[src/rtl/plic_gateway.sv]
// Per-source PLIC interrupt gateway: level/edge triggering, edge burst counting, claim/complete hold-off.
// Optional build macro PLIC_GATEWAY_SYNC_EN inserts a two-flop synchronizer on irq_i.
module plic_gateway #(
  parameter int unsigned IRQ_NUM   = 32,
  parameter int unsigned IRQ_WIDTH = 5,
  parameter int unsigned CNT_WIDTH = 4
) (
  input  logic                         clk_i,
  input  logic                         rst_n_i,
  input  logic                         en_i,
  input  logic [IRQ_NUM-1:0]           tm_i,
  input  logic [CNT_WIDTH-1:0]         tnm_i,
  input  logic [IRQ_NUM-1:0]           irq_i,
  input  logic                         clam_i,
  input  logic                         comp_i,
  input  logic [IRQ_WIDTH-1:0]         id_i,
  output logic [IRQ_NUM-1:0]           req_o,
  output logic [IRQ_NUM-1:0]           busy_o,
  output logic [IRQ_NUM*CNT_WIDTH-1:0] cnt_o
);

  typedef enum logic [1:0] {
    IDLE = 2'd0,
    PEND = 2'd1,
    BUSY = 2'd2
  } state_e;

  state_e                              state_q [IRQ_NUM];
  state_e                              state_d [IRQ_NUM];
  logic [IRQ_NUM-1:0][CNT_WIDTH-1:0]   cnt_q;
  logic [IRQ_NUM-1:0][CNT_WIDTH-1:0]   cnt_d;
  logic [IRQ_NUM-1:0]                  s_irq;
  logic [IRQ_NUM-1:0]                  irq_prev_q;
  logic [IRQ_NUM-1:0]                  rise;
  logic [IRQ_NUM-1:0]                  req_d;
  logic [IRQ_NUM-1:0]                  busy_d;
  logic [CNT_WIDTH-1:0]                lim;

`ifdef PLIC_GATEWAY_SYNC_EN
  logic [IRQ_NUM-1:0] sync1_q;
  logic [IRQ_NUM-1:0] sync2_q;

  always_ff @(posedge clk_i or negedge rst_n_i) begin
    if (!rst_n_i) begin
      sync1_q <= '0;
      sync2_q <= '0;
    end else begin
      sync1_q <= irq_i;
      sync2_q <= sync1_q;
    end
  end

  assign s_irq = sync2_q;
`else
  assign s_irq = irq_i;
`endif

  assign rise  = s_irq & ~irq_prev_q;
  // A programmed limit of zero still allows one buffered edge.
  assign lim   = (tnm_i == '0) ? CNT_WIDTH'(1) : tnm_i;
  assign cnt_o = cnt_q;

  always_ff @(posedge clk_i or negedge rst_n_i) begin
    if (!rst_n_i) begin
      for (int i = 0; i < IRQ_NUM; i++) state_q[i] <= IDLE;
      cnt_q      <= '0;
      irq_prev_q <= '0;
      req_o      <= '0;
      busy_o     <= '0;
    end else begin
      state_q    <= state_d;
      cnt_q      <= cnt_d;
      irq_prev_q <= s_irq;
      req_o      <= req_d;
      busy_o     <= busy_d;
    end
  end

  always_comb begin
    state_d = state_q;
    cnt_d   = cnt_q;
    req_d   = '0;
    busy_d  = '0;
    for (int i = 0; i < IRQ_NUM; i++) begin
      unique case (state_q[i])
        IDLE: if (en_i && (tm_i[i] ? (rise[i] || (cnt_q[i] != '0)) : s_irq[i])) state_d[i] = PEND;
        PEND: if (clam_i && (id_i == IRQ_WIDTH'(i))) state_d[i] = BUSY;
        BUSY: if (comp_i && (id_i == IRQ_WIDTH'(i))) state_d[i] = IDLE;
        default: state_d[i] = IDLE;
      endcase

      // Edges while claimed/pending are buffered; an edge-less IDLE exit consumes one.
      if (!tm_i[i]) begin
        cnt_d[i] = '0;
      end else if (en_i && rise[i] && (state_q[i] != IDLE)) begin
        if (cnt_q[i] < lim) cnt_d[i] = cnt_q[i] + CNT_WIDTH'(1);
      end else if (en_i && !rise[i] && (state_q[i] == IDLE) && (cnt_q[i] != '0)) begin
        cnt_d[i] = cnt_q[i] - CNT_WIDTH'(1);
      end
    end

    // Source 0 is reserved and never requests.
    state_d[0] = IDLE;
    cnt_d[0]   = '0;

    for (int i = 0; i < IRQ_NUM; i++) begin
      req_d[i]  = (state_d[i] == PEND);
      busy_d[i] = (state_d[i] == BUSY);
    end
  end

endmodule

[config.mk]
export PLATFORM = sky130hd
export DESIGN_NAME = plic_gateway
export DESIGN_NICKNAME = d
export VERILOG_FILES = /design/src/rtl/plic_gateway.sv
export SDC_FILE = /design/constraint.sdc
export NUM_CORES = 1
export LEC_CHECK = 0
export ABC_CLOCK_PERIOD_IN_PS = 2800
export CAP_MARGIN = 20
export CORE_MARGIN = 2
export CORE_UTILIZATION = 56
export CTS_CLUSTER_DIAMETER = 120
export CTS_CLUSTER_SIZE = 28
export DETAILED_ROUTE_END_ITERATION = 16
export GPL_TIMING_DRIVEN = 0
export HOLD_SLACK_MARGIN = 0.05
export PLACE_DENSITY = 0.9
export SYNTH_ARGS = -nofsm -noshare
export SYNTH_HDL_FRONTEND = slang
export SYNTH_SLANG_ARGS = --single-unit
[constraint.sdc]
create_clock -name clk_i -period 2.8 [get_ports clk_i]
set_input_delay 0.42 -clock clk_i [delete_from_list [all_inputs] [get_ports clk_i]]
set_output_delay 0.42 -clock clk_i [all_outputs]
set_load 0.05 [all_outputs]
==> flow_summary.toml, run 1 <==
[run_status]
status = "finished clean"

[die]
core_area_mm2 = 0.0316
start_util = 0.570
die_x_um = 183
die-height_um = 183
row_count = 65
io_pins = 270
dieArea_mm2 = 0.0336

[detailed_routing]
drc = 0
dr.first_iter.drc_count = 1187
wl_um = 51500
avgViaCountPerCell = 6.20
first_pass_iters = 6
dr_total_vias = 15800
ant_nets = 0
wl_per_cell_um = 20.3

[placed_design]
port_buffers = 260
finalWeightedCongestion = 0.896
hpwl_um = 37800
preCtsSetupSlack_ns = -1.13
dpl_cell_area_mm2 = 0.0213

[timing]
fmax_mhz = 365
worst_pin_slew_ns = 0.815
worst_slack_ns = 0.0635
fin_skew_ns = 0.0126
min_period_over_period = 0.977
relSlewSlack = 0.457
finalSetupTns_ns = 0
finalSetupViolations = 0
period_minus_slack_ns = 2.74
hold_violations = 0
maxSlewViolCount = 0

[setup_path]
crit_path_start_kind = "input pin"
cp_data_required_time_ns = 3.18
critPathKind = "in2reg"
worst-path-max-fanout = 16
reg2reg_setup_slack_ns = 0.47
critPathCaptureType = "flip-flop"
cp.arrival_ns = 3.12

[global_routing]
grt_pass1_wl_um = 81100
overflow = 0
antenna_found_initial = 2
gr-usage-all-layers = 0.302
grt_start_max_net_pins = 125
grt_pass1_vias = 15700

[cells_and_area]
drive_gt1_frac = 0.0379
nNetsFinal = 2402
fin_util = 0.687
syn_to_final_growth_pct = 20.6
layout_common_cells = "dfrtp_1, clkdlybuf4s50_1, nand2_1"
fin_area_mm2 = 0.0217
final_common_cell = "dfrtp_1"

[yosys]
synth_area_per_cell_um2 = 9.73
yosysUniqueCellTypes = 44
netlist_area_mm2 = 0.0180
synth_top_area_cell = "dfrtp_1"
synth_top_cell_area_share = 0.387
syn_inst = 1853
synth-edff-count = 0
ys_top_cells_by_area = "dfrtp_1, ha_1, nand2_1, xnor2_1, fa_1"
yosysSeqAreaShare = 0.387
synth.ff_latch_count = 279
synth-async-reset-ratio = 1.00
ys_warn_count = 0
synth_flop_cell = "dfrtp_1"

[run]
drv_cap = 0

[clock_network]
cts_tree = "yes"
clk_latency_ns = 0.50
cts_buffers = 13
cts_sinks = 279
cts_root_buffer = "clkbuf_16"
clock_path_buffers = 3
htreeDepth = 1
clkTransAtPathRegs_ns = 0.11

[power_and_ir_drop]
peakVddDrop_mv = 0.763
finalPower_uw = 19600
p_leak_uw = 0.00992
p_per_area_mw_per_mm2 = 903

[min_path]
hold_path.class = "in2reg"
-- synth_stat cells (all sizes together) (34+ instances only) --
master	n
a21o	45
a21oi	121
nor4	45
ha	155
nand2	203
nor2b	92
dfrtp	279
mux2i	34
inv	140
nor2	58
xnor2	79
nand3	54
o21ai	121
nand2b	60
-- metal layers --
metal  global-route usage  vias up  routed length [µm]
li1                     -     7170                   -
met2                0.507      719               24700
met4                0.130        0                2260
met1                0.378     7715               20200
met5                    0        -                   0
met3               0.0639      159                4310
-- repair_timing --
| action | 4_1_cts | 5_1_grt |
|---|---|---|
| hold buffers | 1 | 0 |
| pin swaps | 0 | 1 |
| hold endpoints to repair | 47 | 0 |
| endpoints found under the setup margin | 144 | 80 |
| buffers inserted | 0 | 1 |
| resized for setup | 27 | 5 |
-- critical path, stage by stage --
cell and delay [ns]:
dlygate4sd2_1 0.47, clkbuf_4 0.34, inv_2 0.25, buf_16 0.26, ha_1 0.33, a21oi_1 0.15, nor2b_1 0.09, o41ai_4 0.35
buf_4 0.20, mux2i_1 0.19, nor2b_1 0.06
-- stage by stage --
step | hold WS (ns) | cells
5_1_grt | 0.399 | 2541
3_5_place_dp | 0.365 | 2524
6_report | 0.407 | 2541
4_1_cts | 0.398 | 2539
3_3_place_gp | 0.466 | 2520
2_1_floorplan | 0.124 | 1858
-- layout make-up --
class / count / area [µm²]
timing repair buffer: 266 / 2730
buffer: 49 / 246
fill: 2250 / 9890
sequential: 279 / 6980
tap: 402 / 503
clock buffer: 14 / 329
multi-input combinational: 1384 / 10400
inverter: 145 / 547
antenna: 2 / 5.00
-- cells by family (layout without fill, tap and decap cells) --
group | after synthesis | after routing | share of synthesized area
AO/OA/AOI/OAI | 464 | 464 | 0.189
XOR/XNOR | 79 | 79 | 0.0384
adder cells (fa/ha/maj) | 186 | 186 | 0.142
buffers and inverters | 195 | 474 | 0.0431
flip-flops | 279 | 279 | 0.387
multiplexers | 34 | 34 | 0.0189
other | 1 | 8 | 0.000208
AND/OR/NAND/NOR | 615 | 615 | 0.181
-- final timing paths --
kind	start	end	cells after the start
setup / recovery	tnm_i[2]	cnt_o[86]	11
hold / removal	irq_i[16]	irq_prev_q[16]	1
setup reg to reg	state_q[14]	cnt_o[99]	9
hold reg to reg	state_q[49]	req_o[7]	1
max in group asynchronous	rst_n_i	cnt_o[34]	3
min in group asynchronous	rst_n_i	cnt_o[7]	2
-- flip-flops by register name, indices dropped and copies added (netlist names) --
signal	count
busy_o	31
req_o	31
cnt_o	124
state_q	62
irq_prev_q	31
-- power by group --
group / internal (µW) / leakage (µW) / switching (µW)
Clock: 852 / 0.000161 / 1290
Sequential: 5040 / 0.00352 / 1420
Combinational: 4360 / 0.00624 / 6670
No activity file was read; power rests on OpenSTA's default activity.
==> run 2, diff against run 1 <==
--- a/config.mk
+++ b/config.mk
@@ -6,14 +6,16 @@
 export NUM_CORES = 1
 export LEC_CHECK = 0
 export ABC_CLOCK_PERIOD_IN_PS = 2800
-export CAP_MARGIN = 20
+export CELL_PAD_IN_SITES_DETAIL_PLACEMENT = 1
+export CELL_PAD_IN_SITES_GLOBAL_PLACEMENT = 1
 export CORE_MARGIN = 2
-export CORE_UTILIZATION = 56
+export CORE_UTILIZATION = 43
 export CTS_CLUSTER_DIAMETER = 120
 export CTS_CLUSTER_SIZE = 28
 export DETAILED_ROUTE_END_ITERATION = 16
 export GPL_TIMING_DRIVEN = 0
 export HOLD_SLACK_MARGIN = 0.05
+export MAX_ROUTING_LAYER = met4
 export PLACE_DENSITY = 0.9
 export SYNTH_ARGS = -nofsm -noshare
 export SYNTH_HDL_FRONTEND = slang
==> run 2 against run 1 <==
Compared with the run above: global-route usage is 2.2 points lower; clock-buffer cell count is 2 higher; final area is 1.6% higher; cell count is 5.6% higher; maximum frequency is 0.70% higher; critical endpoint is now cnt_o[10].
==> flow_summary.toml, run 2 (synthesized netlist as in run 1, its figures left out) <==
[timing]
fin_skew_ns = 0.0200
finalSetupViolations = 0
grt_setup_unrepaired = "false"
period_minus_slack_ns = 2.72
worst_pin_slew_ns = 0.990
hold_violations = 0
min_period_over_period = 0.970
worst_slack_ns = 0.0826
relSlewSlack = 0.340
fmax_mhz = 368
maxSlewViolCount = 0
hold_slack_ns = 0.388

[setup_path]
cp-endpoint = "cnt_o[10]"
path_delay_family = "buffers and inverters"
crit_path_start_kind = "input pin"
reg2reg_setup_slack_ns = 0.38
rr_worst_depth = 9
cp_num_buf_inv = 3
crit_path_frequent_cell = "nor2b_1"
crit_start = "tnm_i[3]"
reg2reg_from = "state_q[10]"
crit_cells = 8
crit_chain = "clkdlybuf4s50_1 -> clkbuf_4 -> inv_6 -> ha_1 -> nor2b_1 -> o41ai_4 -> mux2i_1 -> nor2b_1"
worst-path-max-fanout = 31
cp_data_required_time_ns = 3.22
critPathKind = "in2reg"
cp_slowest_cell = "clkdlybuf4s50_1"
r2r-end = "cnt_o[107]"
cp.arrival_ns = 3.13
cp_slowest_stage_delay_ns = 0.64
critPathCaptureType = "flip-flop"

[global_routing]
grt_pass1_vias = 17000
use_met3 = 0.0382
grt_pass1_wl_um = 94400
gr-usage-all-layers = 0.280
antenna_found_initial = 2
met2_usage = 0.480
grt_start_max_net_pins = 116
top_usage_layer = "met2"
gr-usage-met1 = 0.342
overflow = 0

[placed_design]
preCtsSetupSlack_ns = -1.36
finalWeightedCongestion = 0.864
port_buffers = 260
dp.cells = 2661
hpwl_um = 45200
dpl_cell_area_mm2 = 0.0214

[cells_and_area]
syn_to_final_growth_pct = 22.5
fin_area_mm2 = 0.0221
drive_gt1_frac = 0.0411
final_common_cell = "dfrtp_1"
nNetsFinal = 2402
fillerInstances = 4703
largest_reg_flops = 124
layout_common_cells = "dfrtp_1, clkdlybuf4s50_1, nand2_1"
stdcell_count = 2683

[power_and_ir_drop]
finalPower_uw = 20200
clock_power_share = 0.122
peakVddDrop_mv = 0.618
switching_share = 0.484
power_frac_comb = 0.555
p_per_area_mw_per_mm2 = 914
p_switching_uw = 9770
p_leak_uw = 0.00997
p_int_uw = 10400
power_frac_seq = 0.323

[detailed_routing]
ant_nets = 0
dr_total_vias = 15700
first_pass_iters = 5
avgViaCountPerCell = 5.83
wl_per_cell_um = 22.2
wl_um = 59600
drc = 0
dr.first_iter.drc_count = 863

[clock_network]
cts_sinks = 279
clkTransAtPathRegs_ns = 0.12
cts_root_buffer = "clkbuf_16"
clk_latency_ns = 0.52
cts_buffers = 14
cts_tree = "yes"
clock_path_buffers = 3
htreeDepth = 1
post-cts-setup-buffer-count = 0

[die]
row_count = 75
io_pins = 270
die_x_um = 209
die-height_um = 209
start_util = 0.433
core_area_mm2 = 0.0417
dieArea_mm2 = 0.0436

[run_status]
status = "finished clean"

[min_path]
hold_path.class = "in2reg"

[run]
drv_cap = 0
-- run 2: cell types whose count changed in the layout (fill, tap and decap cells not counted), moves of 2 or more --
cell,before,now
a41oi_2,13,8
a41oi_4,1,6
clkbuf_16,13,15
clkinv_2,0,2
clkinv_8,0,2
inv_2,2,0
-- run 2: area by class of cell --
type                    instances  area (µm²)  share of cell area
diodes                          2        5.00            0.000227
plain buffers                  49         254              0.0115
clock buffers                  16         379              0.0172
clock inverters                 4        42.5             0.00193
inverters                     145         554              0.0251
multi-input cells            1384       10500               0.474
flip-flops and latches        279        6980               0.316
well taps                     539         674              0.0305
repair buffers                265        2730               0.124
-- run 2: layer usage --
layer  vias up  wire, µm
li1       7150         -
met1      8016     25000
met2       371     29900
met3       113      2700
met4         0      1950
met5         -         0
-- run 2: worst min path at each step --
stage | cells past startpoint | end | from | slack [ns]
4_1_cts | 1 | irq_prev_q[15] | irq_i[15] | 0.37
3_5_place_dp | 1 | cnt_o[16] | rst_n_i | 0.41
2_1_floorplan | 0 | busy_o[10] | rst_n_i | 0.12
3_3_place_gp | 1 | state_q[58] | state_q[59] | 0.47
5_1_grt | 1 | irq_prev_q[20] | irq_i[20] | 0.38
6_report | 1 | irq_prev_q[15] | irq_i[15] | 0.39
-- run 2: worst reg2reg max path, cell delays in order (launching register included) --
cell and delay [ns]:
dfrtp_1 0.43, nor2_1 0.12, or4b_1 0.51, clkbuf_1 0.22
ha_1 0.32, a21o_1 0.18, a21oi_1 0.16, xnor2_1 0.14
nand2_1 0.08, mux2i_1 0.14
-- run 2: power groups by stage --
| stage | Clock (µW) | Combinational, µW | Sequential, µW |
|---|---|---|---|
| after floorplan | 0 | 5060 | 8840 |
| after global placement | 0 | 10400 | 6460 |
| after detailed placement | 0 | 11100 | 6550 |
| after CTS | 2520 | 11200 | 6480 |
| after global routing | 2650 | 12200 | 6700 |
| final | 2460 | 11200 | 6520 |
-- run 2: per-stage QoR --
stage,util,setup TNS (ns)
after floorplan,-,0
after global placement,0.512,-3341.42
after detailed placement,0.514,-172.95
after CTS,0.528,0
after global routing,0.530,0
final,0.530,0
-- run 2: timing repair --
item	in CTS	in global routing
hold buffers	1	0
resized for setup	32	12
hold endpoints to repair	60	0
endpoints found under the setup margin	144	42
==> variant 1 (config.mk and constraints of run 2) <==
The parameter `CNT_WIDTH` goes from 4 to 5.
--- a/src/rtl/plic_gateway.sv
+++ b/src/rtl/plic_gateway.sv
@@ -4,5 +4,5 @@
   parameter int unsigned IRQ_NUM   = 32,
   parameter int unsigned IRQ_WIDTH = 5,
-  parameter int unsigned CNT_WIDTH = 4
+  parameter int unsigned CNT_WIDTH = 5
 ) (
   input  logic                         clk_i,
Interface: changed (resized cnt_o and tnm_i); port bits go from 270 to 303. The function was not compared with the original's and may differ.
==> variant 1 against run 2 <==
  * Setup slack worse by 0.039 ns
  * Hold slack worse by 0.15 ns
  * Sequential cell count up 31
  * Power up 24%
  * Synthesized area up 16%
  * Wire length up 18%
  * Design area up 13%
  * Utilization down 0.77 points
  * Critical endpoint is now cnt_o[54]$_DFFE_PN0P_
==> variant 1: results (changes against run 2) <==
<table>
<tr><th>Metric</th><th>Value</th></tr>
<tr><th colspan="2">Status</th></tr>
<tr><td>Status</td><td>complete, no violations</td></tr>
<tr><th colspan="2">Finish</th></tr>
<tr><td>Relative area of clock buffers and inverters in the final design</td><td>1.74% (-0.17 points)</td></tr>
<tr><td>Sequential share of cell area</td><td>31.1% (-0.51 points)</td></tr>
<tr><td>Max FFs per register</td><td>155 (+25%)</td></tr>
<tr><td>Final layout net count</td><td>2720 (+13%)</td></tr>
<tr><td>Signal buffers</td><td>338 (+7.6%)</td></tr>
<tr><td>Non-clk invs</td><td>47 (-68%)</td></tr>
<tr><td>Portion of the layout cell area used by non-clock buffers</td><td>12.7% (-0.85 points)</td></tr>
<tr><td>Area of the multi-input gates</td><td>12600 um^2 (+21%)</td></tr>
<tr><th colspan="2">Critical path</th></tr>
<tr><td>R2r endpoint</td><td>cnt_o[19]$_DFFE_PN0P_</td></tr>
<tr><td>R2R depth</td><td>8 (-1)</td></tr>
<tr><td>Startpoint of the lowest-slack register-to-register path</td><td>irq_prev_q[3]$_DFF_PN0_</td></tr>
<tr><th colspan="2">Timing</th></tr>
<tr><td>Clock tree skew after final layout</td><td>0.0109 ns (-0.00907 ns)</td></tr>
<tr><th colspan="2">Min path</th></tr>
<tr><td>Number of cells on the worst hold path</td><td>2 (+1)</td></tr>
<tr><th colspan="2">Power and ir drop</th></tr>
<tr><td>Max rail drop VDD</td><td>0.797 mV (+29%)</td></tr>
<tr><td>Switching part of the total</td><td>48.9% (+0.53 points)</td></tr>
<tr><td>Combinational-cell power consumption</td><td>14800 uW (+32%)</td></tr>
<tr><td>Static Leakage</td><td>0.0114 uW (+14%)</td></tr>
<tr><th colspan="2">GRT</th></tr>
<tr><td>Wire length of the first global-routing pass</td><td>109 mm (+16%)</td></tr>
<tr><td>Met1 Track Usage GR</td><td>34.2% (about the same)</td></tr>
<tr><td>Vias in the first global route</td><td>19700 (+16%)</td></tr>
<tr><td>Met2 routing resource usage after global routing</td><td>48.1% (+0.061 points)</td></tr>
<tr><th colspan="2">Synth</th></tr>
<tr><td>Largest cells by area after synthesis</td><td>sky130_fd_sc_hd__dfrtp_1, sky130_fd_sc_hd__ha_1, sky130_fd_sc_hd__o21ai_0, sky130_fd_sc_hd__nand2_1, sky130_fd_sc_hd__a21oi_1</td></tr>
<tr><th colspan="2">Placement</th></tr>
<tr><td>Post-detail-place hpwl</td><td>53.2 mm (+18%)</td></tr>
<tr><td>Post-Place Cell Area</td><td>24400 um^2 (+14%)</td></tr>
<tr><th colspan="2">Drt</th></tr>
<tr><td>Routed length on met2</td><td>35.2 mm (+18%)</td></tr>
<tr><td>Initial DRT Pass Iterations</td><td>7 (+2)</td></tr>
</table>
==> variant 1: worst max-delay path, stage by stage <==
cell,delay [ns]
sky130_fd_sc_hd__clkdlybuf4s50_1,0.54
sky130_fd_sc_hd__inv_4,0.31
sky130_fd_sc_hd__buf_12,0.26
sky130_fd_sc_hd__ha_1,0.30
sky130_fd_sc_hd__a21oi_1,0.16
sky130_fd_sc_hd__o21ai_0,0.09
sky130_fd_sc_hd__o41a_1,0.38
sky130_fd_sc_hd__clkbuf_1,0.21
sky130_fd_sc_hd__or3_1,0.35
sky130_fd_sc_hd__a21boi_1,0.17
==> variant 1: kinds of logic (layout without fill, tap and decap cells) <==
logic type               Yosys count  after routing  synth area share (%)
AO/OA/AOI/OAI                    643            643                  21.2
AND/OR/NAND/NOR                  642            642                  16.9
flip-flops                       310            310                  37.3
adder cells (fa/ha/maj)          248            248                  16.0
buffers and inverters            113            404                  2.33
XOR/XNOR                          97             97                  4.08
multiplexers                      44             44                  2.22
other                              1             13                0.0180
==> variant 2 (flow settings as in run 2) <==
Made on the original files. Register the inputs `en_i`, `tm_i`, `tnm_i`, `clam_i`, `comp_i` and `id_i` before use. The logic sees them one clock later. The other inputs are not delayed to match.
--- a/src/rtl/plic_gateway.sv
+++ b/src/rtl/plic_gateway.sv
@@ -25,4 +25,20 @@
     BUSY = 2'd2
   } state_e;
+
+  logic en_q;
+  logic [IRQ_NUM-1:0] tm_q;
+  logic [CNT_WIDTH-1:0] tnm_q;
+  logic clam_q;
+  logic comp_q;
+  logic [IRQ_WIDTH-1:0] id_q;
+
+  always_ff @(posedge clk_i) begin
+    en_q   <= en_i;
+    tm_q   <= tm_i;
+    tnm_q  <= tnm_i;
+    clam_q <= clam_i;
+    comp_q <= comp_i;
+    id_q   <= id_i;
+  end
 
   state_e                              state_q [IRQ_NUM];
@@ -58,5 +74,5 @@
   assign rise  = s_irq & ~irq_prev_q;
   // A programmed limit of zero still allows one buffered edge.
-  assign lim   = (tnm_i == '0) ? CNT_WIDTH'(1) : tnm_i;
+  assign lim   = (tnm_q == '0) ? CNT_WIDTH'(1) : tnm_q;
   assign cnt_o = cnt_q;
 
@@ -84,16 +100,16 @@
     for (int i = 0; i < IRQ_NUM; i++) begin
       unique case (state_q[i])
-        IDLE: if (en_i && (tm_i[i] ? (rise[i] || (cnt_q[i] != '0)) : s_irq[i])) state_d[i] = PEND;
-        PEND: if (clam_i && (id_i == IRQ_WIDTH'(i))) state_d[i] = BUSY;
-        BUSY: if (comp_i && (id_i == IRQ_WIDTH'(i))) state_d[i] = IDLE;
+        IDLE: if (en_q && (tm_q[i] ? (rise[i] || (cnt_q[i] != '0)) : s_irq[i])) state_d[i] = PEND;
+        PEND: if (clam_q && (id_q == IRQ_WIDTH'(i))) state_d[i] = BUSY;
+        BUSY: if (comp_q && (id_q == IRQ_WIDTH'(i))) state_d[i] = IDLE;
         default: state_d[i] = IDLE;
       endcase
 
       // Edges while claimed/pending are buffered; an edge-less IDLE exit consumes one.
-      if (!tm_i[i]) begin
+      if (!tm_q[i]) begin
         cnt_d[i] = '0;
-      end else if (en_i && rise[i] && (state_q[i] != IDLE)) begin
+      end else if (en_q && rise[i] && (state_q[i] != IDLE)) begin
         if (cnt_q[i] < lim) cnt_d[i] = cnt_q[i] + CNT_WIDTH'(1);
-      end else if (en_i && !rise[i] && (state_q[i] == IDLE) && (cnt_q[i] != '0)) begin
+      end else if (en_q && !rise[i] && (state_q[i] == IDLE) && (cnt_q[i] != '0)) begin
         cnt_d[i] = cnt_q[i] - CNT_WIDTH'(1);
       end
Formal check against the unedited RTL: not equivalent (a bounded check fails within 4 cycles, from zero or initial values and one cycle with rst_n_i low).
==> variant 2 against run 2 <==
  * Wire length rose by 4.7%
  * Sequential share of layout area rose by 2.4 points
  * Power rose by 5.3%
  * Synthesized area rose by 4.4%
  * Setup slack got worse by 0.016 ns
  * Sequential cell count rose by 43
  * Final cell count rose by 4.4%
  * Design area rose by 4.5%
  * Count of clock-buffer cells in the layout rose by 7
==> variant 2: results (changes against run 2) <==
<table>
<tr><th>Metric</th><th>Value</th></tr>
<tr><th colspan="2">Status</th></tr>
<tr><td>Status</td><td>complete, no violations</td></tr>
<tr><th colspan="2">Critical path</th></tr>
<tr><td>R2R depth</td><td>10 (+1)</td></tr>
<tr><td>R2r endpoint</td><td>cnt_o[108]$_DFFE_PN0P_</td></tr>
<tr><td>Slowest cell delay on critical path</td><td>0.47 ns (-0.17 ns)</td></tr>
<tr><td>Maximum fanout along the worst path</td><td>23 (-26%)</td></tr>
<tr><td>Worst-path cell with the longest stage delay</td><td>sky130_fd_sc_hd__dfxtp_1</td></tr>
<tr><td>Internal reg-to-reg setup slack</td><td>0.07 ns (-0.31 ns)</td></tr>
<tr><th colspan="2">Synth</th></tr>
<tr><td>Portion of the post-synthesis area used by sequential elements</td><td>41.7% (+2.9 points)</td></tr>
<tr><td>Xor/xnor cell area share of the yosys netlist</td><td>3.49% (-0.35 points)</td></tr>
<tr><td>Commonest cells in the netlist</td><td>sky130_fd_sc_hd__dfrtp_1, sky130_fd_sc_hd__nand2_1, sky130_fd_sc_hd__ha_1, sky130_fd_sc_hd__inv_1, sky130_fd_sc_hd__o21ai_0</td></tr>
<tr><td>Async set-reset flop share out of synthesis</td><td>86.6% (-13 points)</td></tr>
<tr><td>Yosys cell types</td><td>43 (-2.3%)</td></tr>
<tr><td>Share of cell area taken by muxes after synthesis</td><td>1.38% (-0.51 points)</td></tr>
<tr><th colspan="2">Placement</th></tr>
<tr><td>Post-detail-place hpwl</td><td>46.2 mm (+2.3%)</td></tr>
<tr><td># port buffers</td><td>261 (+0.38%)</td></tr>
<tr><td>Setup Slack @ Placement</td><td>-0.763 ns (+0.597 ns)</td></tr>
<tr><th colspan="2">Drt</th></tr>
<tr><td>Routed vias</td><td>16000 (+2.5%)</td></tr>
<tr><td>Met3 wire length</td><td>2.56 mm (-5.2%)</td></tr>
<tr><th colspan="2">GRT</th></tr>
<tr><td>Wire length of the first global-routing pass</td><td>96.8 mm (+2.5%)</td></tr>
<tr><th colspan="2">Power and ir drop</th></tr>
<tr><td>Static Leakage</td><td>0.0103 uW (+2.9%)</td></tr>
<tr><td>Share of power burned in registers</td><td>34.1% (+1.8 points)</td></tr>
<tr><td>Clock network power consumption</td><td>2770 uW (+13%)</td></tr>
<tr><td>Max rail drop VDD</td><td>0.636 mV (+3.0%)</td></tr>
<tr><th colspan="2">Timing</th></tr>
<tr><td>Minimum hold slack</td><td>0.301 ns (-0.0871 ns)</td></tr>
<tr><td>Worst-margin pin slew</td><td>0.954 ns (-0.0360 ns)</td></tr>
<tr><td>Peak Freq</td><td>366 MHz (-0.58%)</td></tr>
<tr><td>Clock tree skew after final layout</td><td>0.0343 ns (+0.0143 ns)</td></tr>
<tr><th colspan="2">Finish</th></tr>
<tr><td>Fill cells</td><td>4882 (+3.8%)</td></tr>
<tr><td>Share of final-layout standard cells stronger than drive strength 1</td><td>5.29% (+1.2 points)</td></tr>
</table>
[variant 2: cell types whose count changed after synthesis, moves of 5 or more]
cell | before | now
sky130_fd_sc_hd__a41o_2 | 0 | 6
sky130_fd_sc_hd__inv_1 | 140 | 149
sky130_fd_sc_hd__or3b_2 | 0 | 18
sky130_fd_sc_hd__or3b_1 | 14 | 0
sky130_fd_sc_hd__a21oi_1 | 121 | 129
sky130_fd_sc_hd__dfxtp_1 | 0 | 43
sky130_fd_sc_hd__o21ai_0 | 120 | 133
sky130_fd_sc_hd__and2_1 | 24 | 19
sky130_fd_sc_hd__nand2_1 | 203 | 215
sky130_fd_sc_hd__mux2i_1 | 34 | 26
sky130_fd_sc_hd__a41o_1 | 8 | 2
sky130_fd_sc_hd__nor2_1 | 58 | 46
sky130_fd_sc_hd__clkinv_1 | 5 | 0
[variant 2: metrics by stage]
stage | setup TNS (ns) | util (%) | instances
2_1_floorplan | 0 | - | 1913
5_1_grt | -0.00301 | 53.5 | 2801
4_1_cts | 0 | 53.1 | 2792
6_report | 0 | 53.5 | 2801
3_5_place_dp | -70.59 | 51.7 | 2765
3_3_place_gp | -3250.26 | 51.4 | 2759
[variant 2: repair_timing]
item,in CTS,in global routing
setup endpoints to repair,144,52
endpoints found under the hold margin,27,0
resized for setup,24,24
pin swaps,0,3
hold buffers,1,0
setup buffers,0,3
[variant 2: metal layers]
metal,track usage [%],vias up
li1,-,7369
met1,35.1,8210
met2,47.9,372
met3,3.52,98
met4,8.52,0
met5,-,-
[variant 2: cell type report]
cell class	count	area (um^2)	area share [%]
timing repair buffer	271	2790	12.1
inverter	149	562	2.43
antenna	6	15.0	0.0651
multi-input combinational	1396	10400	45.1
sequential	322	7840	34.0
buffer	46	259	1.12
clock inverter	3	50.0	0.217
tap	585	732	3.17
clock buffer	23	405	1.76
